<file path="src/rtl/uart_tx_scheduler.sv">
// Round-robin packet arbiter feeding a single uart_tx through its send/done handshake.
// Grant is held until the packet's last byte completes or the mid-packet idle timeout fires.
module uart_tx_scheduler #(
   parameter int unsigned NUM_CH  = 4,
   parameter bit          TAG_EN  = 1'b1,
   parameter logic [15:0] TIMEOUT = 16'd1000
) (
   input  logic                  clk,
   input  logic                  rst_n,
   input  logic [NUM_CH-1:0]     req_valid,
   input  logic [8*NUM_CH-1:0]   req_data,
   input  logic [NUM_CH-1:0]     req_last,
   output logic [NUM_CH-1:0]     req_ready,
   output logic [NUM_CH-1:0]     grant,
   output logic                  tx_send,
   output logic [7:0]            tx_data,
   input  logic                  tx_done,
   output logic                  pkt_done,
   output logic                  timeout_flag
);

   localparam int unsigned IDX_W = $clog2(NUM_CH);
   localparam int unsigned CNT_W = 16;

   typedef enum logic [1:0] {
      S_IDLE      = 2'd0,
      S_TAG_WAIT  = 2'd1,
      S_DATA      = 2'd2,
      S_DATA_WAIT = 2'd3
   } state_t;

   state_t             r_state, w_state_n;
   logic [NUM_CH-1:0]  r_grant, w_grant_n;
   logic [IDX_W-1:0]   r_gidx, w_gidx_n;
   logic [IDX_W-1:0]   r_rr_ptr, w_rr_ptr_n;
   logic               r_last, w_last_n;
   logic               r_tx_send, w_tx_send_n;
   logic [7:0]         r_tx_data, w_tx_data_n;
   logic               r_pkt_done, w_pkt_done_n;
   logic               r_timeout, w_timeout_n;
   logic [CNT_W-1:0]   r_cnt, w_cnt_n;

   logic               w_any;
   logic [IDX_W-1:0]   w_pick;

   // Channel index base+off, wrapped modulo NUM_CH.
   function automatic logic [IDX_W-1:0] rr_idx(input logic [IDX_W-1:0] base,
                                               input int unsigned      off);
      int unsigned s;
      s = (32'(base) + off) % NUM_CH;
      return IDX_W'(s);
   endfunction

   // First valid channel after the last owner, with wrap-around.
   always_comb begin
      w_any  = 1'b0;
      w_pick = '0;
      for (int unsigned i = 1; i <= NUM_CH; i++) begin
         if (!w_any && req_valid[rr_idx(r_rr_ptr, i)]) begin
            w_any  = 1'b1;
            w_pick = rr_idx(r_rr_ptr, i);
         end
      end
   end

   always_ff @(posedge clk) begin
      if (!rst_n) begin
         r_state    <= S_IDLE;
         r_grant    <= '0;
         r_gidx     <= '0;
         r_rr_ptr   <= IDX_W'(NUM_CH - 1);
         r_last     <= 1'b0;
         r_tx_send  <= 1'b0;
         r_tx_data  <= 8'h00;
         r_pkt_done <= 1'b0;
         r_timeout  <= 1'b0;
         r_cnt      <= '0;
      end else begin
         r_state    <= w_state_n;
         r_grant    <= w_grant_n;
         r_gidx     <= w_gidx_n;
         r_rr_ptr   <= w_rr_ptr_n;
         r_last     <= w_last_n;
         r_tx_send  <= w_tx_send_n;
         r_tx_data  <= w_tx_data_n;
         r_pkt_done <= w_pkt_done_n;
         r_timeout  <= w_timeout_n;
         r_cnt      <= w_cnt_n;
      end
   end

   always_comb begin
      w_state_n    = r_state;
      w_grant_n    = r_grant;
      w_gidx_n     = r_gidx;
      w_rr_ptr_n   = r_rr_ptr;
      w_last_n     = r_last;
      w_tx_send_n  = 1'b0;
      w_tx_data_n  = r_tx_data;
      w_pkt_done_n = 1'b0;
      w_timeout_n  = 1'b0;
      w_cnt_n      = r_cnt;

      case (r_state)
         S_IDLE: begin
            w_cnt_n = '0;
            if (w_any) begin
               w_grant_n = NUM_CH'(1) << w_pick;
               w_gidx_n  = w_pick;
               if (TAG_EN) begin
                  w_tx_send_n = 1'b1;
                  w_tx_data_n = 8'hA0 | 8'(w_pick);
                  w_state_n   = S_TAG_WAIT;
               end else begin
                  w_state_n = S_DATA;
               end
            end
         end
         S_TAG_WAIT: begin
            if (tx_done) w_state_n = S_DATA;
         end
         S_DATA: begin
            // ready equals grant here, so valid of the owner alone means a transfer
            if (req_valid[r_gidx]) begin
               w_tx_send_n = 1'b1;
               w_tx_data_n = req_data[{r_gidx, 3'b000} +: 8];
               w_last_n    = req_last[r_gidx];
               w_cnt_n     = '0;
               w_state_n   = S_DATA_WAIT;
            end else if (TIMEOUT != 16'd0) begin
               if (r_cnt + 16'd1 == TIMEOUT) begin
                  w_timeout_n = 1'b1;
                  w_rr_ptr_n  = r_gidx;
                  w_grant_n   = '0;
                  w_cnt_n     = '0;
                  w_state_n   = S_IDLE;
               end else begin
                  w_cnt_n = r_cnt + 16'd1;
               end
            end
         end
         S_DATA_WAIT: begin
            if (tx_done) begin
               if (r_last) begin
                  w_pkt_done_n = 1'b1;
                  w_rr_ptr_n   = r_gidx;
                  w_grant_n    = '0;
                  w_state_n    = S_IDLE;
               end else begin
                  w_state_n = S_DATA;
               end
            end
         end
         default: w_state_n = S_IDLE;
      endcase
   end

   assign req_ready    = (r_state == S_DATA) ? r_grant : '0;
   assign grant        = r_grant;
   assign tx_send      = r_tx_send;
   assign tx_data      = r_tx_data;
   assign pkt_done     = r_pkt_done;
   assign timeout_flag = r_timeout;

endmodule

</file>
<file path="config.mk">
export PLATFORM = sky130hd
export DESIGN_NAME = uart_tx_scheduler
export DESIGN_NICKNAME = d
export VERILOG_FILES = /design/src/rtl/uart_tx_scheduler.sv
export SDC_FILE = /design/constraint.sdc
export NUM_CORES = 1
export LEC_CHECK = 0
export CORE_MARGIN = 8
export CORE_UTILIZATION = 51
export DETAILED_ROUTE_END_ITERATION = 10
export GPL_TIMING_DRIVEN = 0
export HOLD_SLACK_MARGIN = 0.05
export PLACE_DENSITY = 0.89
export SETUP_SLACK_MARGIN = 0.05
export SKIP_CTS_REPAIR_TIMING = 1
export SYNTH_ARGS = -nofsm -noshare
export SYNTH_HDL_FRONTEND = slang
export SYNTH_SLANG_ARGS = --single-unit
</file>
<file path="constraint.sdc">
create_clock -name clk -period 3.5 [get_ports clk]
set_clock_uncertainty 0.2 [all_clocks]
set_input_delay 0.525 -clock clk [delete_from_list [all_inputs] [get_ports clk]]
set_output_delay 0.525 -clock clk [all_outputs]
set_load 0.02 [all_outputs]
</file>
==> flow_summary_export.csv, run 1 <==
group,metric,value,unit
status,status,"completed",
critical_path,crit_type,"in2reg",
sta,final_max_slew_viol_count,0,
final_layout,layout-drive-gt1-share,12.6,%
synthesis,yosys-top-cells-count,"dfxtp_1 (38), nor2_1 (26), nand2_1 (24)",
synthesis,synth_fp_nets,284,
clock_tree,h-tree-depth,2,
synthesis,synth-seq-cells,38,
route,via_per_inst,6.08,
route,wl,6580,um
die,fp-row-count,23,
pwr,power.leakage,1.08,nW
route,first_pass_iters,5,
synthesis,yosysTopAreaCell,"dfxtp_1",
synthesis,yosysWarnings,0,
clock_tree,cts_sinks,38,
die,start_util,53.6,%
critical_path,slowest_delay,0.66,ns
critical_path,startpoint_type,"input pin",
critical_path,crit_fanout,9,
synthesis,synth_edf_count,0,
synthesis,syn-instance-count,240,
final_layout,fin_nets,352,
synthesis,synth.most_common_cell,"dfxtp_1",
pwr,max-vdd-ir-drop,0.213,mV
critical_path,r2r_cells,7,
sta,tightest_slew,0.739,ns
global_route,antenna_found_initial,0,
critical_path,required,3.54,ns
global_route,grt_pass1_vias,2103,
synthesis,ys.flop_type,"dfxtp_1",
global_route,grt_max_degree,12,
final_layout,syn2layout_area_growth,36.0,%
synthesis,synth_area,2170,um^2
die,ioPinCount,62,
sta,hold_viol,0,
route,wl_per_cell,18.3,um
placed_design,gp_congestion,0.846,
pwr,power_density,379,nW/um^2
route,remaining_drc_errors,0,
route,vias,2184,
final_layout,antenna_cells,0,
synthesis,synth_top_area_share,35.0,%
global_route,grtUsageTotal,19.9,%
synthesis,synthTopCellsByArea,"dfxtp_1 (35%), mux4_2 (10%), nor2_1 (4.5%)",
synthesis,synth.distinct_cells,56,
sta,rsz0062_at_grt,"false",
clock_tree,root_buffer,"clkbuf_8",
sta,fin_setup_tns,0,ns
clock_tree,cts_tree,"yes",
die,core_area,4060,um^2
placed_design,place_hpwl,4970,um
sta,max_freq,352,MHz
die,chipWidth,81.3,um
die,dieArea,6610,um^2
sta,min_period,2.84,ns
route,final_antenna_net_count,0,
min_path,whs_path_depth,2,
critical_path,cp-end-kind,"flip-flop",
clock_tree,cts.clk_slew.worst_paths,0.07,ns
sta,finalCritPeriodShare,81.1,%
run,drv_cap,0,
synthesis,avgSynthCellArea,9.06,um^2
sta,setup_viol,0,
die,die_y,81.3,um
global_route,grt_overflow,0,
critical_path,path_cells,"clkdlybuf4s50_1, nor4_1, or3_1, clkbuf_1, and2_1, a32oi_1, nor2_1",
critical_path,critPathSlowestCell,"nor4_1",
global_route,grt_pass1_wl,10200,um
clock_tree,cts_buffer_depth,2,
clock_tree,insertion_delay,0.30,ns
placed_design,portBuffers,61,
clock_tree,cts_buffers,5,
synthesis,async_flop_share,0,%
route,drt_iter0_drc,209,
critical_path,worstPathArrival,2.88,ns
sta,holdWs,0.278,ns
sta,relSlewSlack,50.8,%
synthesis,seq_area_frac_synth,35.0,%
min_path,hp-class,"reg2reg",
placed cells by master (no fill, tap or decap), types with 4 or more instances in the layout:
cell type,Yosys,layout
mux4_2,10,10
nand4_1,6,6
and2_1,7,7
or3_1,5,5
dfxtp_1,38,38
o21ai_0,9,9
clkbuf_1,7,7
inv_1,5,5
nor3_1,7,7
clkdlybuf4s50_1,0,61
a21oi_1,16,16
clkbuf_8,0,8
nand3_1,12,12
nor2_1,26,26
nand2_1,24,24
a32oi_1,4,4
a22o_1,6,6
power by group:
part	total (mW)	internal (mW)	switching (mW)	leakage [nW]
Combinational	0.282	0.143	0.139	0.710
Sequential	0.477	0.457	0.0201	0.309
Clock	0.360	0.199	0.161	0.0575
state kept, by name, summed over array words and instances, names as in the netlist:
name / count
r_state: 2
grant: 4
tx_data: 8
r_gidx: 2
r_rr_ptr: 2
r_last: 1
tx_send: 1
timeout_flag: 1
r_cnt: 16
pkt_done: 1
routing by layer:
metal / share of wire [%] / vias up / track usage [%]
li1: - / 1038 / -
met1: 40 / 1044 / 23.7
met2: 52 / 90 / 33.5
met3: 5.6 / 12 / 3.53
met4: 2.0 / 0 / 10.0
met5: 0 / - / 0
layout make-up:
cell class | count | area (um^2)
inverters | 6 | 22.5
repair buffers | 61 | 611
fillers | 301 | 1100
clock buffers | 8 | 110
multi-input cells | 186 | 1340
plain buffers | 10 | 47.5
well taps | 50 | 62.6
flip-flops and latches | 38 | 761
worst max-delay path: cells and delay by family:
kind                   cells  cell delay (ns)
AOI/OAI and AO/OA          1             0.15
and+or+nand+nor            4             1.34
buffers and inverters      2             0.86
path summary, 6_finish.rpt:
| check | startpoint | to | slack [ns] |
|---|---|---|---|
| worst min register to register | tx_data[3]$_SDFFE_PN0P_ | tx_data[3]$_SDFFE_PN0P_ | 0.28 |
| worst min-delay path | tx_data[3]$_SDFFE_PN0P_ | tx_data[3]$_SDFFE_PN0P_ | 0.28 |
| worst max-delay path | req_valid[3] | grant[2]$_SDFFE_PN0P_ | 0.66 |
| worst max register to register | r_cnt[1]$_SDFFE_PN0N_ | r_rr_ptr[1]$_SDFFE_PN1P_ | 0.96 |
kinds of logic after synthesis:
kind of cell | share of synthesized area (%)
and+or+nand+nor | 28.0
AOI/OAI and AO/OA | 19.7
DFF | 35.0
buffers and inverters | 3.22
muxes | 11.9
xor gates and xnor gates | 1.61
adders and majority gates | 0.576
through the flow:
step                      std cells  setup WS, ns  instance area (um^2)  utilization [%]  power, mW
after global routing            359         0.537                  2960             72.9       1.16
final                           359         0.661                  2960             72.9       1.12
after CTS                       359         0.670                  2960             72.9       1.12
after detailed placement        351         0.461                  2850             70.2      0.763
after floorplan                 240          1.37                  2170                -      0.640
after global placement          351         0.670                  2850             70.2      0.753
No activity file was read; power rests on OpenSTA's default activity.
==> inputs of run 2 (changes only) <==
CORE_UTILIZATION = 43   (was 51)
PLACE_DENSITY = 0.8   (was 0.89)
clock period = 2.3 ns   (was 3.5 ns; I/O delays follow)
==> run 2 against run 1 <==
  * First-iteration DRC count down 51%
  * Core utilization decreased by 9.2 points
  * Hold slack worse by 0.0020 ns
  * Wire length fell by 3.0%
  * Critical path depth up 1
  * Die area increased by 15%
  * Register-to-register slack worse by 0.85 ns
==> flow_summary_export.csv, run 2 (synthesis results as in run 1) <==
group,metric,value,unit
sta,setup_viol,0,
clock_tree,root_buffer,"clkbuf_8",
critical_path,path_cells,"ha_4, nand4_1, nor2_4, a211o_1, a21oi_4, a31oi_4, buf_6, mux2_2",
sta,hold_viol,0,
route,remaining_drc_errors,0,
clock_tree,cts_buffer_depth,2,
clock_tree,h-tree-depth,2,
final_layout,syn2layout_area_growth,45.8,%
final_layout,regMostFlops,"r_cnt",
clock_tree,cts.clk_slew.worst_paths,0.07,ns
pwr,power_density,590,nW/um^2
global_route,grt_pass1_vias,2097,
critical_path,startpoint_type,"flip-flop",
final_layout,layout_common_cells,"clkdlybuf4s50_1 (53), dfxtp_1 (30), nor2_1 (24)",
global_route,grt_max_degree,13,
min_path,hp-class,"reg2reg",
placed_design,place_hpwl,4700,um
final_layout,fin_area,3170,um^2
critical_path,required,2.27,ns
critical_path,path_delay_family,"compound AO/OA/AOI/OAI gates",
critical_path,worstPathArrival,2.17,ns
placed_design,gp_congestion,0.855,
sta,min_period,2.19,ns
die,start_util,43.7,%
route,vias,2177,
die,chipWidth,87.1,um
route,final_antenna_net_count,0,
sta,relSlewSlack,61.5,%
sta,max_freq,456,MHz
clock_tree,insertion_delay,0.29,ns
global_route,grt_overflow,0,
die,die_y,87.1,um
placed_design,place_area,2870,um^2
run,drv_cap,0,
critical_path,worst-path-buf-inv,1,
final_layout,fin_nets,359,
die,fp-row-count,26,
final_layout,antenna_cells,0,
route,first_pass_iters,4,
clock_tree,cts_buffers,5,
die,core_area,4980,um^2
die,dieArea,7590,um^2
clock_tree,cts_sinks,38,
critical_path,cp-end-kind,"flip-flop",
final_layout,final_common_cell,"clkdlybuf4s50_1",
sta,rsz0062_at_grt,"true",
clock_tree,cts_tree,"yes",
critical_path,slowest_delay,0.37,ns
die,ioPinCount,62,
sta,finalCritPeriodShare,95.4,%
global_route,antenna_found_initial,0,
final_layout,layout-drive-gt1-share,20.9,%
route,wl,6380,um
critical_path,crit_type,"reg2reg",
route,via_per_inst,5.64,
global_route,grt_pass1_wl,9900,um
sta,final_max_slew_viol_count,0,
pwr,max-vdd-ir-drop,0.298,mV
pwr,power.leakage,1.25,nW
final_layout,utilization,63.7,%
critical_path,rrSetupSlack,0.11,ns
critical_path,critPathSlowestCell,"dfxtp_4",
route,wl_per_cell,16.5,um
placed_design,portBuffers,61,
route,drt_iter0_drc,102,
sta,tightest_slew,0.578,ns
status,status,"completed",
sta,holdWs,0.276,ns
critical_path,crit_fanout,6,
global_route,grtUsageTotal,16.4,%
final_layout,largest_reg_flops,16,
[run 2: through the flow]
| stage | setup WS [ns] | cells | TNS [ns] | total power [mW] |
|---|---|---|---|---|
| floorplan | 0.166 | 240 | 0 | 0.974 |
| global placement | -0.388 | 371 | -8.40 | 1.15 |
| detailed placement | -0.417 | 371 | -8.83 | 1.16 |
| CTS | -0.262 | 379 | -3.16 | 1.85 |
| global route | 0.0365 | 386 | 0 | 1.95 |
| finish | 0.106 | 386 | 0 | 1.87 |
[run 2: power breakdown]
group,switching [mW],internal (mW)
Clock,0.238,0.463
Sequential,0.0302,0.694
Combinational,0.211,0.233
[run 2: metal layers]
layer	GRT usage, %	wire length [um]
met1	19.8	2760
met2	26.8	3210
met3	5.19	318
met4	5.47	99
met5	0	0
[run 2: layout make-up]
type	count	area, um^2
clock buffer	6	82.6
multi-input combinational	186	1400
inverter	6	22.5
buffer	9	45.0
tap	70	87.6
sequential	38	776
fill	417	1810
timing repair buffer	69	698
clock inverter	2	60.1
[run 2: worst reg2reg max path: cells and delay by family, from the launching register on]
| kind | cells | cell delay, ns |
|---|---|---|
| compound gates | 3 | 0.69 |
| fa+ha+maj | 1 | 0.17 |
| buf+inv | 1 | 0.16 |
| flops | 1 | 0.37 |
| mux | 1 | 0.25 |
| simple gates | 2 | 0.24 |
[run 2: final timing paths]
| check | startpoint | end | cells after the start |
|---|---|---|---|
| setup / recovery | r_cnt[1]$_SDFFE_PN0N_ | r_cnt[0]$_SDFFE_PN0N_ | 8 |
| hold / removal | tx_data[3]$_SDFFE_PN0P_ | tx_data[3]$_SDFFE_PN0P_ | 2 |
| setup reg to reg | r_cnt[1]$_SDFFE_PN0N_ | r_cnt[0]$_SDFFE_PN0N_ | 8 |
| hold reg to reg | tx_data[3]$_SDFFE_PN0P_ | tx_data[3]$_SDFFE_PN0P_ | 2 |
==> inputs of run 3 (changes only) <==
==> constraint.sdc (replaced) <==
create_clock -name clk -period 2.3 [get_ports clk]
set_clock_uncertainty 0.2 [all_clocks]
set_input_delay 0.46 -clock clk [delete_from_list [all_inputs] [get_ports clk]]
set_output_delay 0.46 -clock clk [all_outputs]
set_load 0.02 [all_outputs]
==> run 3 against run 2 <==
  * The flow now finishes with violations (setup timing)
  * First-iteration DRC count is 12% higher
  * Power rose by 1.1%
  * Sequential power about the same
  * Via count rose by 1.0%
  * Highest routed layer unchanged
==> flow_summary_export.csv, run 3 (synthesis results as in run 1) <==
group,metric,value,unit
status,status,"finished with violations",
status,violations,"setup timing",
route,first_pass_iters,4,
global_route,grt_pass1_vias,2097,
route,wl,6700,um
die,ioPinCount,62,
placed_design,place_hpwl,4700,um
route,wl_per_cell,17.2,um
route,final_antenna_net_count,0,
clock_tree,cts_sinks,38,
sta,hold_viol,0,
critical_path,worst-path-buf-inv,2,
final_layout,finalNonFillerCells,390,
route,vias,2199,
critical_path,slowest_delay,0.40,ns
die,core_area,4980,um^2
die,start_util,43.7,%
sta,min_period,2.31,ns
placed_design,gp_congestion,0.855,
sta,holdWs,0.277,ns
critical_path,worstPathArrival,2.29,ns
critical_path,crit_fanout,7,
final_layout,largest_reg_flops,16,
global_route,grt_pass1_wl,9900,um
pwr,power_density,584,nW/um^2
pwr,max-vdd-ir-drop,0.301,mV
placed_design,dp_cells,371,
sta,final_max_slew_viol_count,0,
final_layout,regMostFlops,"r_cnt",
final_layout,layout_common_cells,"clkdlybuf4s50_1 (53), dfxtp_1 (31), nor2_1 (24)",
final_layout,syn2layout_area_growth,48.8,%
sta,relSlewSlack,59.1,%
die,chipWidth,87.1,um
sta,fin_ws,-0.00780,ns
critical_path,path_cells,"inv_2, or3_1, nor4_1, o21a_1, a31oi_4, buf_6, mux2_2",
final_layout,fin_area,3230,um^2
clock_tree,cts_buffer_depth,2,
sta,setup_viol,1,
route,remaining_drc_errors,0,
final_layout,antenna_cells,0,
placed_design,place_area,2870,um^2
clock_tree,insertion_delay,0.29,ns
run,drv_cap,0,
global_route,antenna_found_initial,0,
global_route,grt_max_degree,13,
critical_path,crit_type,"reg2reg",
clock_tree,cts_buffers,5,
global_route,grt_overflow,0,
clock_tree,cts_tree,"yes",
die,die_y,87.1,um
global_route,grtUsageTotal,16.4,%
final_layout,final_common_cell,"clkdlybuf4s50_1",
critical_path,path_delay_family,"simple AND/OR/NAND/NOR gates",
die,fp-row-count,26,
final_layout,layout-drive-gt1-share,22.8,%
pwr,power.leakage,1.28,nW
sta,max_freq,433,MHz
clock_tree,cts.clk_slew.worst_paths,0.08,ns
final_layout,fin_nets,363,
critical_path,cp-end-kind,"flip-flop",
critical_path,startpoint_type,"flip-flop",
placed_design,portBuffers,61,
critical_path,required,2.28,ns
min_path,hp-class,"reg2reg",
sta,tightest_slew,0.614,ns
route,drt_iter0_drc,114,
sta,finalCritPeriodShare,100,%
die,dieArea,7590,um^2
clock_tree,root_buffer,"clkbuf_8",
sta,rsz0062_at_grt,"true",
final_layout,fillCellCount,407,
critical_path,critPathSlowestCell,"nor4_1",
clock_tree,h-tree-depth,2,
route,via_per_inst,5.64,
[run 3: changes by cell type in the layout (fill, tap and decap cells not counted), sizes merged]
cell,change
buf,+3
nand4,+1
[run 3: report_power, final]
group / internal (mW) / switching (mW) / leakage (nW)
sequential: 0.694 / 0.0305 / 0.313
combinational: 0.238 / 0.220 / 0.899
clock: 0.463 / 0.244 / 0.0714
[run 3: per-layer routing]
metal,share of wire (%),wire length [um],GRT usage (%),vias up
met5,0,0,0,-
met4,1.6,108,5.47,0
met3,4.9,327,5.19,10
met2,50,3330,26.8,55
met1,44,2930,19.8,1071
li1,-,-,-,1063
[run 3: area by class of cell]
type	instances	area, um^2	area share (%)
inverters	6	22.5	0.697
plain buffers	9	47.5	1.47
repair buffers	72	724	22.4
flip-flops and latches	38	774	24.0
multi-input cells	187	1430	44.4
clock inverters	2	60.1	1.86
clock buffers	6	82.6	2.55
well taps	70	87.6	2.71
[run 3: worst paths after layout]
check                                        startpoint                      end  slack, ns  cells after the start
worst min register to register  tx_data[4]$_SDFFE_PN0P_  tx_data[4]$_SDFFE_PN0P_       0.28                      2
worst max-delay path              r_cnt[6]$_SDFFE_PN0N_    r_cnt[0]$_SDFFE_PN0N_     -0.008                      7
worst max register to register    r_cnt[6]$_SDFFE_PN0N_    r_cnt[0]$_SDFFE_PN0N_     -0.008                      7
worst min-delay path            tx_data[4]$_SDFFE_PN0P_  tx_data[4]$_SDFFE_PN0P_       0.28                      2
[run 3: metrics by stage]
stage          utilization [%]  setup WS (ns)  total power, mW  setup TNS (ns)
6_report                  65.0       -0.00780             1.89        -0.00780
5_1_grt                   65.0        -0.0549             1.96          -0.155
4_1_cts                   60.6         -0.377             1.85           -5.16
3_5_place_dp              57.7         -0.532             1.16          -13.21
3_3_place_gp              57.7         -0.503             1.15          -12.70
2_1_floorplan                -          0.166            0.974               0
[run 3: worst register-to-register path, delay by kind of cell (launching register included)]
family | cells | cell delay [ns]
AOI/OAI and AO/OA | 2 | 0.35
muxes | 1 | 0.25
and+or+nand+nor | 2 | 0.75
DFF | 1 | 0.39
buffers and inverters | 2 | 0.24
